[src/rtl/nano_mem_arbiter.sv]
// rtl/nano_mem_arbiter.sv - two-master round-robin arbiter for a single-port 256x16 memory
module nano_mem_arbiter #(
    parameter int ADDR_W    = 8,
    parameter int DATA_W    = 16,
    parameter int MAX_BURST = 4,
    parameter int CNT_W     = 16
) (
    input  logic              ck,
    input  logic              rst,
    input  logic              req0,
    input  logic              we0,
    input  logic [ADDR_W-1:0] addr0,
    input  logic [DATA_W-1:0] wdata0,
    output logic              gnt0,
    output logic [DATA_W-1:0] rdata0,
    input  logic              req1,
    input  logic              we1,
    input  logic [ADDR_W-1:0] addr1,
    input  logic [DATA_W-1:0] wdata1,
    output logic              gnt1,
    output logic [DATA_W-1:0] rdata1,
    output logic [ADDR_W-1:0] mem_address,
    output logic [DATA_W-1:0] mem_dataW,
    input  logic [DATA_W-1:0] mem_dataR,
    output logic              mem_ce,
    output logic              mem_we,
    output logic [CNT_W-1:0]  cnt0,
    output logic [CNT_W-1:0]  cnt1
);

    typedef enum logic [1:0] {
        IDLE = 2'b00,
        OWN0 = 2'b01,
        OWN1 = 2'b10
    } state_t;

    // beat counts consecutive owned cycles; it never needs to exceed MAX_BURST-1
    localparam logic [3:0] BEAT_MAX = 4'(MAX_BURST - 1);
    localparam logic [CNT_W-1:0] CNT_ONE = CNT_W'(1);

    state_t     state;
    logic       last;
    logic [3:0] beat;
    logic       acc0;
    logic       acc1;

    // Grants are pure decodes of the state register, so req never reaches them combinationally
    assign gnt0 = (state == OWN0);
    assign gnt1 = (state == OWN1);

    // An access happens only when the owner is actually requesting
    assign acc0 = gnt0 & req0;
    assign acc1 = gnt1 & req1;

    // Memory bus follows the owner; without a grant the buses are parked at zero
    always_comb begin
        mem_address = '0;
        mem_dataW   = '0;
        mem_ce      = 1'b0;
        mem_we      = 1'b0;
        if (gnt0) begin
            mem_address = addr0;
            mem_dataW   = wdata0;
            mem_ce      = acc0;
            mem_we      = acc0 & we0;
        end else if (gnt1) begin
            mem_address = addr1;
            mem_dataW   = wdata1;
            mem_ce      = acc1;
            mem_we      = acc1 & we1;
        end
    end

    // Read data is a straight mirror; masters only look at it during their own access
    assign rdata0 = mem_dataR;
    assign rdata1 = mem_dataR;

    // Ownership FSM: round-robin on ties, burst limit only bites when the other side waits
    always_ff @(posedge ck or negedge rst) begin
        if (!rst) begin
            state <= IDLE;
            last  <= 1'b1;
            beat  <= 4'd0;
        end else begin
            case (state)
                IDLE: begin
                    if (req0 && (!req1 || last)) begin
                        state <= OWN0;
                        last  <= 1'b0;
                        beat  <= 4'd0;
                    end else if (req1) begin
                        state <= OWN1;
                        last  <= 1'b1;
                        beat  <= 4'd0;
                    end
                end
                OWN0: begin
                    if (req0) begin
                        if (req1 && (beat == BEAT_MAX)) begin
                            state <= OWN1;
                            last  <= 1'b1;
                            beat  <= 4'd0;
                        end else if (beat != BEAT_MAX) begin
                            beat <= beat + 4'd1;
                        end
                    end else begin
                        beat <= 4'd0;
                        if (req1) begin
                            state <= OWN1;
                            last  <= 1'b1;
                        end else begin
                            state <= IDLE;
                        end
                    end
                end
                OWN1: begin
                    if (req1) begin
                        if (req0 && (beat == BEAT_MAX)) begin
                            state <= OWN0;
                            last  <= 1'b0;
                            beat  <= 4'd0;
                        end else if (beat != BEAT_MAX) begin
                            beat <= beat + 4'd1;
                        end
                    end else begin
                        beat <= 4'd0;
                        if (req0) begin
                            state <= OWN0;
                            last  <= 1'b0;
                        end else begin
                            state <= IDLE;
                        end
                    end
                end
                default: begin
                    state <= IDLE;
                    beat  <= 4'd0;
                end
            endcase
        end
    end

    // Saturating debug counters of completed accesses per master
    always_ff @(posedge ck or negedge rst) begin
        if (!rst) begin
            cnt0 <= '0;
            cnt1 <= '0;
        end else begin
            if (acc0 && (cnt0 != {CNT_W{1'b1}})) begin
                cnt0 <= cnt0 + CNT_ONE;
            end
            if (acc1 && (cnt1 != {CNT_W{1'b1}})) begin
                cnt1 <= cnt1 + CNT_ONE;
            end
        end
    end

endmodule

[config.mk]
export PLATFORM = sky130hd
export DESIGN_NAME = nano_mem_arbiter
export DESIGN_NICKNAME = d
export VERILOG_FILES = /design/src/rtl/nano_mem_arbiter.sv
export SDC_FILE = /design/constraint.sdc
export NUM_CORES = 1
export LEC_CHECK = 0
export CAP_MARGIN = 25
export CORE_MARGIN = 1.5
export CORE_UTILIZATION = 37
export DETAILED_ROUTE_END_ITERATION = 12
export GPL_ROUTABILITY_DRIVEN = 0
export PLACE_DENSITY = 0.84
export SYNTH_ARGS = -nofsm -noshare
export SYNTH_HDL_FRONTEND = slang
export SYNTH_SLANG_ARGS = --single-unit
[constraint.sdc]
create_clock -name ck -period 2.5 [get_ports ck]
set_input_delay 0.375 -clock ck [delete_from_list [all_inputs] [get_ports ck]]
set_output_delay 0.375 -clock ck [all_outputs]
set_load 0.01 [all_outputs]
==> metrics, run 1 <==
Root Driver=clkbuf_8; Die Wd=85.5 um; Clock Latency Late Sink=around 290 ps; Slowest cell on crit path=clkdlybuf4s50_1; largest delay contributor family on the critical path=buffers and inverters; share of synthesized area spent on multiplexers=0.0233; routed vias=2168; commonest cells in the netlist=38 x dfrtp_1, 33 x buf_4, 25 x a22o_1; worst slew pin tran=between 800 and 900 ps; final wirelength=between 6000 and 7000 um; Avg WL per Cell=around 16 um; Clock Tree Buf Depth=2; hold_buf cts=0; Starting DRT DRC Count=191; hold_ws=about 180 ps; switching pwr=roughly 1000 uW; worst IR drop on VDD=about 0.42 mV; Clk pin slew, worst setup/hold paths=~80 ps; FF+latch area=approximately 1000 sq um; Port Buf Inserts=approximately 110; FF-to-FF path depth=8; worst min path class=input pin to asynchronous set/reset pin; CTS HTree Levels=2; Crit path depth=6; Fmax=around 410 MHz; status=complete, but fails checks; post-synthesis compound-gate area fraction=0.166; Internal=around 1900 uW; Synth Cell Area=2520 sq um; Core ar.=between 6000 and 7000 sq um; Data arrival, critical path=2040 ps; antenna viol nets, final=0; layout cell share with drive strength beyond 1=0.0951; Die Y=85.5 um; crit start category=register; final number of hold-violating endpoints=0; vias in the first global route=2116; most numerous cell in the Yosys netlist=dfrtp_1; yosys warns=0; CP max FO=24; Syn Nets=roughly 340; Syn-to-layout area delta=46.9%; Pleak=roughly 0.0018 uW; max incr delay on CP=550 ps; Most used DFF post-synth=dfrtp_1; Total Die Area=7310 sq um; fill count=approximately 560; ys async rst share=1.00; clock share of power=0.186; area share of and/or/nand/nor cells after synthesis=0.177; top cells by area, synth=dfrtp_1 38%, buf_4 9.8%, a22o_1 8.7%, xnor2_1 5.6%, xor2_1 3.8%; post-synth top area share=0.377; Final min period=2420 ps; max cap viols=0; DRC violations left=6; fin crit share=0.968; total negative slack=0 ps; grt total ovfl=0; detailed-router iteration count before antenna repair=8; multi-input combinational cell area=between 1000 and 1500 sq um; failing checks=design-rule violations; Num CTS Buffers=5; worst path bufs/invs=3; max_slew headroom=0.435; Sink Count=39; power density over the cells=804 nW/um^2; Post-DP HPWL=between 5000 and 6000 um; largest family of logic cells by synthesized area=simple AND/OR/NAND/NOR gates; EDFF count, synth=0; adder and majority gate portion of the synthesized area=0.0348; area leader, netlist=dfrtp_1; Sequential Power Share=0.289; diodes inserted=0; IO Pins=roughly 160; TritonCTS clock tree=done; Distinct cells, synth=47; Max Slew Vio Count=0; initial antenna violation count=0; DR vias/cell=about 5.1; Seq cells post-synth=39; switch share=0.349; first-pass GRT wire length=between 10000 and 15000 um; Total Nets Final=423; Combinational Power Share=0.525; aggregate global-route resource usage=0.180; Synth Area in XOR/XNOR=0.0938; crit-path cells=inv_1, ha_1, nor2b_4, buf_12, a22o_1, clkdlybuf4s50_1; Clock Skew=between 7 and 8 ps; Setup-failing EPs final=0; initial core utilization=0.390; syn avg cell area=a little under 10 sq um; RSZ-0062 raised after global routing=no; Placement Rows=29; Seq/Total Area, Yosys=0.388; Syn Inst Count=260; Crit Path Category=register to output port; Req. time, crit path=~2100 ps; Critical Path Sink Type=output port; largest net degree at the start of global routing=40
-- registers in the layout (all words and copies together), names as in the netlist --
| register | flops |
|---|---|
| state | 2 |
| beat | 4 |
| last | 1 |
| cnt0 | 16 |
| cnt1 | 16 |
-- per-stage QoR --
step | std cells | utilization | total power, uW | setup slack [ps] | instance area, sq um
after floorplan | 260 | - | 1660 | 498 | 2520
after global placement | 416 | 0.546 | 2380 | 309 | 3530
after detailed placement | 416 | 0.546 | 2420 | 247 | 3530
after CTS | 424 | 0.566 | 2990 | -8.22 | 3650
after global routing | 424 | 0.573 | 3160 | 5.53 | 3700
final | 424 | 0.573 | 2980 | 80.2 | 3700
-- kinds of logic (layout without fill, tap and decap cells) --
kind of cell               after synthesis  in the layout
and+or+nand+nor                         83             83
AOI/OAI and AO/OA                       54             54
buffers and inverters                   45            132
DFF                                     39             39
xor gates and xnor gates                27             27
adders and majority gates                7              7
muxes                                    5              5
-- worst paths after layout --
path                       startpoint            to  slack [ps]
max                          state[1]  mem_dataW[9]          80
min                               rst      cnt0[12]         180
max reg2reg                  state[0]      cnt1[15]         410
min reg2reg                   cnt1[8]       cnt1[8]         500
max in group asynchronous         rst      cnt1[12]        1780
min in group ck               cnt1[8]       cnt1[8]         500
-- routing by layer --
layer  GRT usage  vias to the layer above  part of all wire
met2       0.285                       51              0.49
li1            -                     1062                 -
met5           0                        -                 0
met1       0.246                     1046              0.45
met4      0.0469                        0            0.0088
met3      0.0443                        9             0.052
-- cell usage in the layout, fill, tap and decap left out, types with 10 or more instances in the layout --
| cell type | count |
|---|---|
| a21oi_1 | 10 |
| a22o_1 | 25 |
| clkdlybuf4s50_1 | 99 |
| dfrtp_1 | 38 |
| dlymetal6s2s_1 | 13 |
| nand2_1 | 19 |
| nand3_1 | 14 |
| nor2_1 | 16 |
| xnor2_1 | 16 |
| xor2_1 | 11 |
-- worst reg2reg max path, delay by kind of cell (launching register included) --
family,cells,cell delay [ps]
buffers and inverters,2,250
adders and majority gates,1,170
xor gates and xnor gates,1,150
AOI/OAI and AO/OA,1,330
and+or+nand+nor,3,660
DFF,1,420
-- power by group through the flow --
stage | registers [uW] | logic (uW) | clock network (uW)
2_1_floorplan | 874 | 787 | 0
3_3_place_gp | 864 | 1510 | 0
3_5_place_dp | 866 | 1550 | 0
4_1_cts | 858 | 1560 | 572
5_1_grt | 879 | 1670 | 607
6_report | 860 | 1560 | 553
-- repair_timing --
action / 4_1_cts / 5_1_grt
gates resized for setup: 1 / 17
setup endpoints to repair: 2 / 26
buffers inserted: 0 / 0
endpoints found under the hold margin: 0 / 0
-- layout make-up --
cell class	count	area share
sequential	39	0.264
inverter	4	0.00406
clock buffer	6	0.0223
tap	77	0.0260
timing repair buffer	120	0.334
clock inverter	2	0.0105
multi-input combinational	176	0.339
(Power assumes the default switching activity.)
==> run 2: changes to the inputs <==
CORE_UTILIZATION = 31   (was 37)
CTS_BUF_LIST = sky130_fd_sc_hd__clkbuf_8 sky130_fd_sc_hd__clkbuf_16   (was unset)
PLACE_DENSITY = 0.72   (was 0.84)
TNS_END_PERCENT = 1   (was unset)
==> run 2 against run 1 <==
The run now ends clean. Combinational power about the same. Critical path depth is the same. Flip-flop and latch count unchanged. Worst hold slack improved by 13 ps. Setup slack lost 11 ps. Clock skew is 1.6 ps lower. Cell area down 0.74%. Sequential share of layout area increased by 0.20 points. Routed wire length down 2.5%. Die area is 19% higher. Critical endpoint is now mem_dataW[11]. Largest cell class unchanged.
==> metrics, run 2 (synthesis results as in run 1) <==
status=finished clean; total negative slack=0 ps (unchanged); Total Nets Final=423 (unchanged); hold_buf cts=0 (unchanged); Root Driver=clkbuf_8; Die Wd=93.2 um (+8.9%); Req. time, crit path=2120 ps (about the same); worst setup margin=69.5 ps (-10.7 ps); CTS HTree Levels=2 (unchanged); antenna viol nets, final=0 (unchanged); fill count=746 (+34%); Sink Count=39 (unchanged); TritonCTS clock tree=done; DRC violations left=0 (-6); clock share of power=0.151 (-0.035); aggregate global-route resource usage=0.151 (-0.0285); Combinational Power Share=0.548 (+0.023); switching pwr=1010 uW (-2.6%); max_slew headroom=0.427 (-0.00750); design area=3670 sq um (-0.74%); RSZ-0062 raised after global routing=yes; worst slew pin tran=859 ps (+11.3 ps); worst min path class=input pin to asynchronous set/reset pin; switch share=0.356 (+0.00678); area post-placement=3560 sq um (+0.89%); Clock Skew=5.72 ps (-1.65 ps); IO Pins=162 (unchanged); grt total ovfl=0 (unchanged); Syn-to-layout area delta=45.8%; DR vias/cell=4.90 (-4.3%); most frequent cells in the layout=107 x clkdlybuf4s50_1, 38 x dfrtp_1, 25 x a22o_1, 19 x nand2_1; Final min period=2430 ps (+10.7 ps); Data arrival, critical path=2060 ps (+20 ps); PnR Total Power=2840 uW (-4.5%); diodes inserted=0 (unchanged); detailed-router iteration count before antenna repair=4 (-4); Starting DRT DRC Count=122 (-36%); crit start category=register; initial core utilization=0.323 (-0.0674); Max Slew Vio Count=0 (unchanged); Port Buf Inserts=113 (unchanged); max cap viols=0 (unchanged); commonest non-fill, non-tap cell in the layout=clkdlybuf4s50_1; final number of hold-violating endpoints=0 (unchanged); Setup-failing EPs final=0 (unchanged); Placement Rows=32 (+10%); Clk pin slew, worst setup/hold paths=70 ps (about the same); Sequential Power Share=0.302 (+0.013); Total Die Area=8680 sq um (+19%); Avg WL per Cell=15.1 um (-7.7%); Num CTS Buffers=5 (unchanged); Regs by FF count=cnt0 x16, cnt1 x16, beat x4; Clock Tree Buf Depth=2 (unchanged); initial antenna violation count=0 (unchanged); Fmax=411 MHz (-0.44%); Core ar.=7810 sq um (+21%); Clock Latency Late Sink=290 ps (about the same); layout cell share with drive strength beyond 1=0.0925 (-0.00262); routed vias=2193 (+1.2%); FF+latch area=977 sq um (unchanged); Pleak=0.00162 uW (-8.1%); multi-input combinational cell area=1250 sq um (-0.40%); Internal=1830 uW (-5.4%); fin crit share=0.972 (+0.00429); vias in the first global route=2080 (-1.7%); Die Y=93.2 um (+8.9%); Post-Place Worst Slack=315 ps (+68.8 ps); power density over the cells=774 nW/um^2 (-3.7%); Post-DP HPWL=5240 um (-1.5%); CP max FO=24 (unchanged); first-pass GRT wire length=10400 um (+0.13%); largest net degree at the start of global routing=40 (unchanged); worst IR drop on VDD=0.418 mV (-0.37%); Crit Path Category=register to output port; final wirelength=6770 um (-2.5%); Critical Path Sink Type=output port
run 2: cell count changes in the layout (fill, tap and decap cells not counted):
cell             change
clkdlybuf4s50_1      +8
clkinv_2             +1
nor2b_2              +1
bufinv_16            -1
inv_6                -1
dlymetal6s2s_1       -8
nor2b_4              -1
run 2: metal layers:
metal / global-route usage / part of all wire
met3: 0.0374 / 0.047
met4: 0.0442 / 0.0081
met5: 0 / 0
met2: 0.226 / 0.48
met1: 0.215 / 0.47
run 2: worst max-delay path, cell delays in order, from the launching register on:
cell	delay, ps
dfrtp_1	390
inv_1	70
ha_1	230
nor2b_2	170
buf_12	180
a22o_1	170
clkdlybuf4s50_1	550
run 2: cell type report:
cell class,count,area share
clock buffers,6,0.0225
clock inverters,1,0.00136
inverters,4,0.00409
multi-input cells,176,0.340
flip-flops and latches,39,0.266
well taps,102,0.0347
repair buffers,120,0.331
run 2: path summary, 6_finish.rpt:
kind                                from            end  slack, ps  depth (start not counted)
min in group ck                  cnt1[8]        cnt1[8]        510                          1
worst max-delay path            state[1]  mem_dataW[11]         70                          6
worst min register to register   cnt1[8]        cnt1[8]        510                          1
worst min-delay path                 rst       cnt0[14]        190                          1
max in group asynchronous            rst       cnt1[15]       1770                          1
worst max register to register  state[0]       cnt1[15]        470                          8
run 2: power by group through the flow:
stage	logic [uW]	registers, uW	clock network [uW]
2_1_floorplan	787	874	0
3_3_place_gp	1520	865	0
3_5_place_dp	1550	869	0
4_1_cts	1550	859	443
5_1_grt	1680	875	472
6_report	1560	858	428
run 2: what timing repair did:
item | in CTS | in global routing
buffers inserted | 0 | 0
gates resized for setup | 0 | 9
setup endpoints to repair | 0 | 26
run 2: metrics by stage:
| stage | std cells | hold WS, ps | utilization |
|---|---|---|---|
| CTS | 448 | 240 | 0.467 |
| global placement | 441 | 486 | 0.456 |
| detailed placement | 441 | 495 | 0.456 |
| finish | 448 | 195 | 0.471 |
| global route | 448 | 267 | 0.471 |
| floorplan | 260 | 79.4 | - |
==> run 3: changes to the inputs <==
CTS_CLUSTER_SIZE = 25   (was unset)
==> results of run 3 <==
Final layout, timing and power as in run 2 (identical DEF).
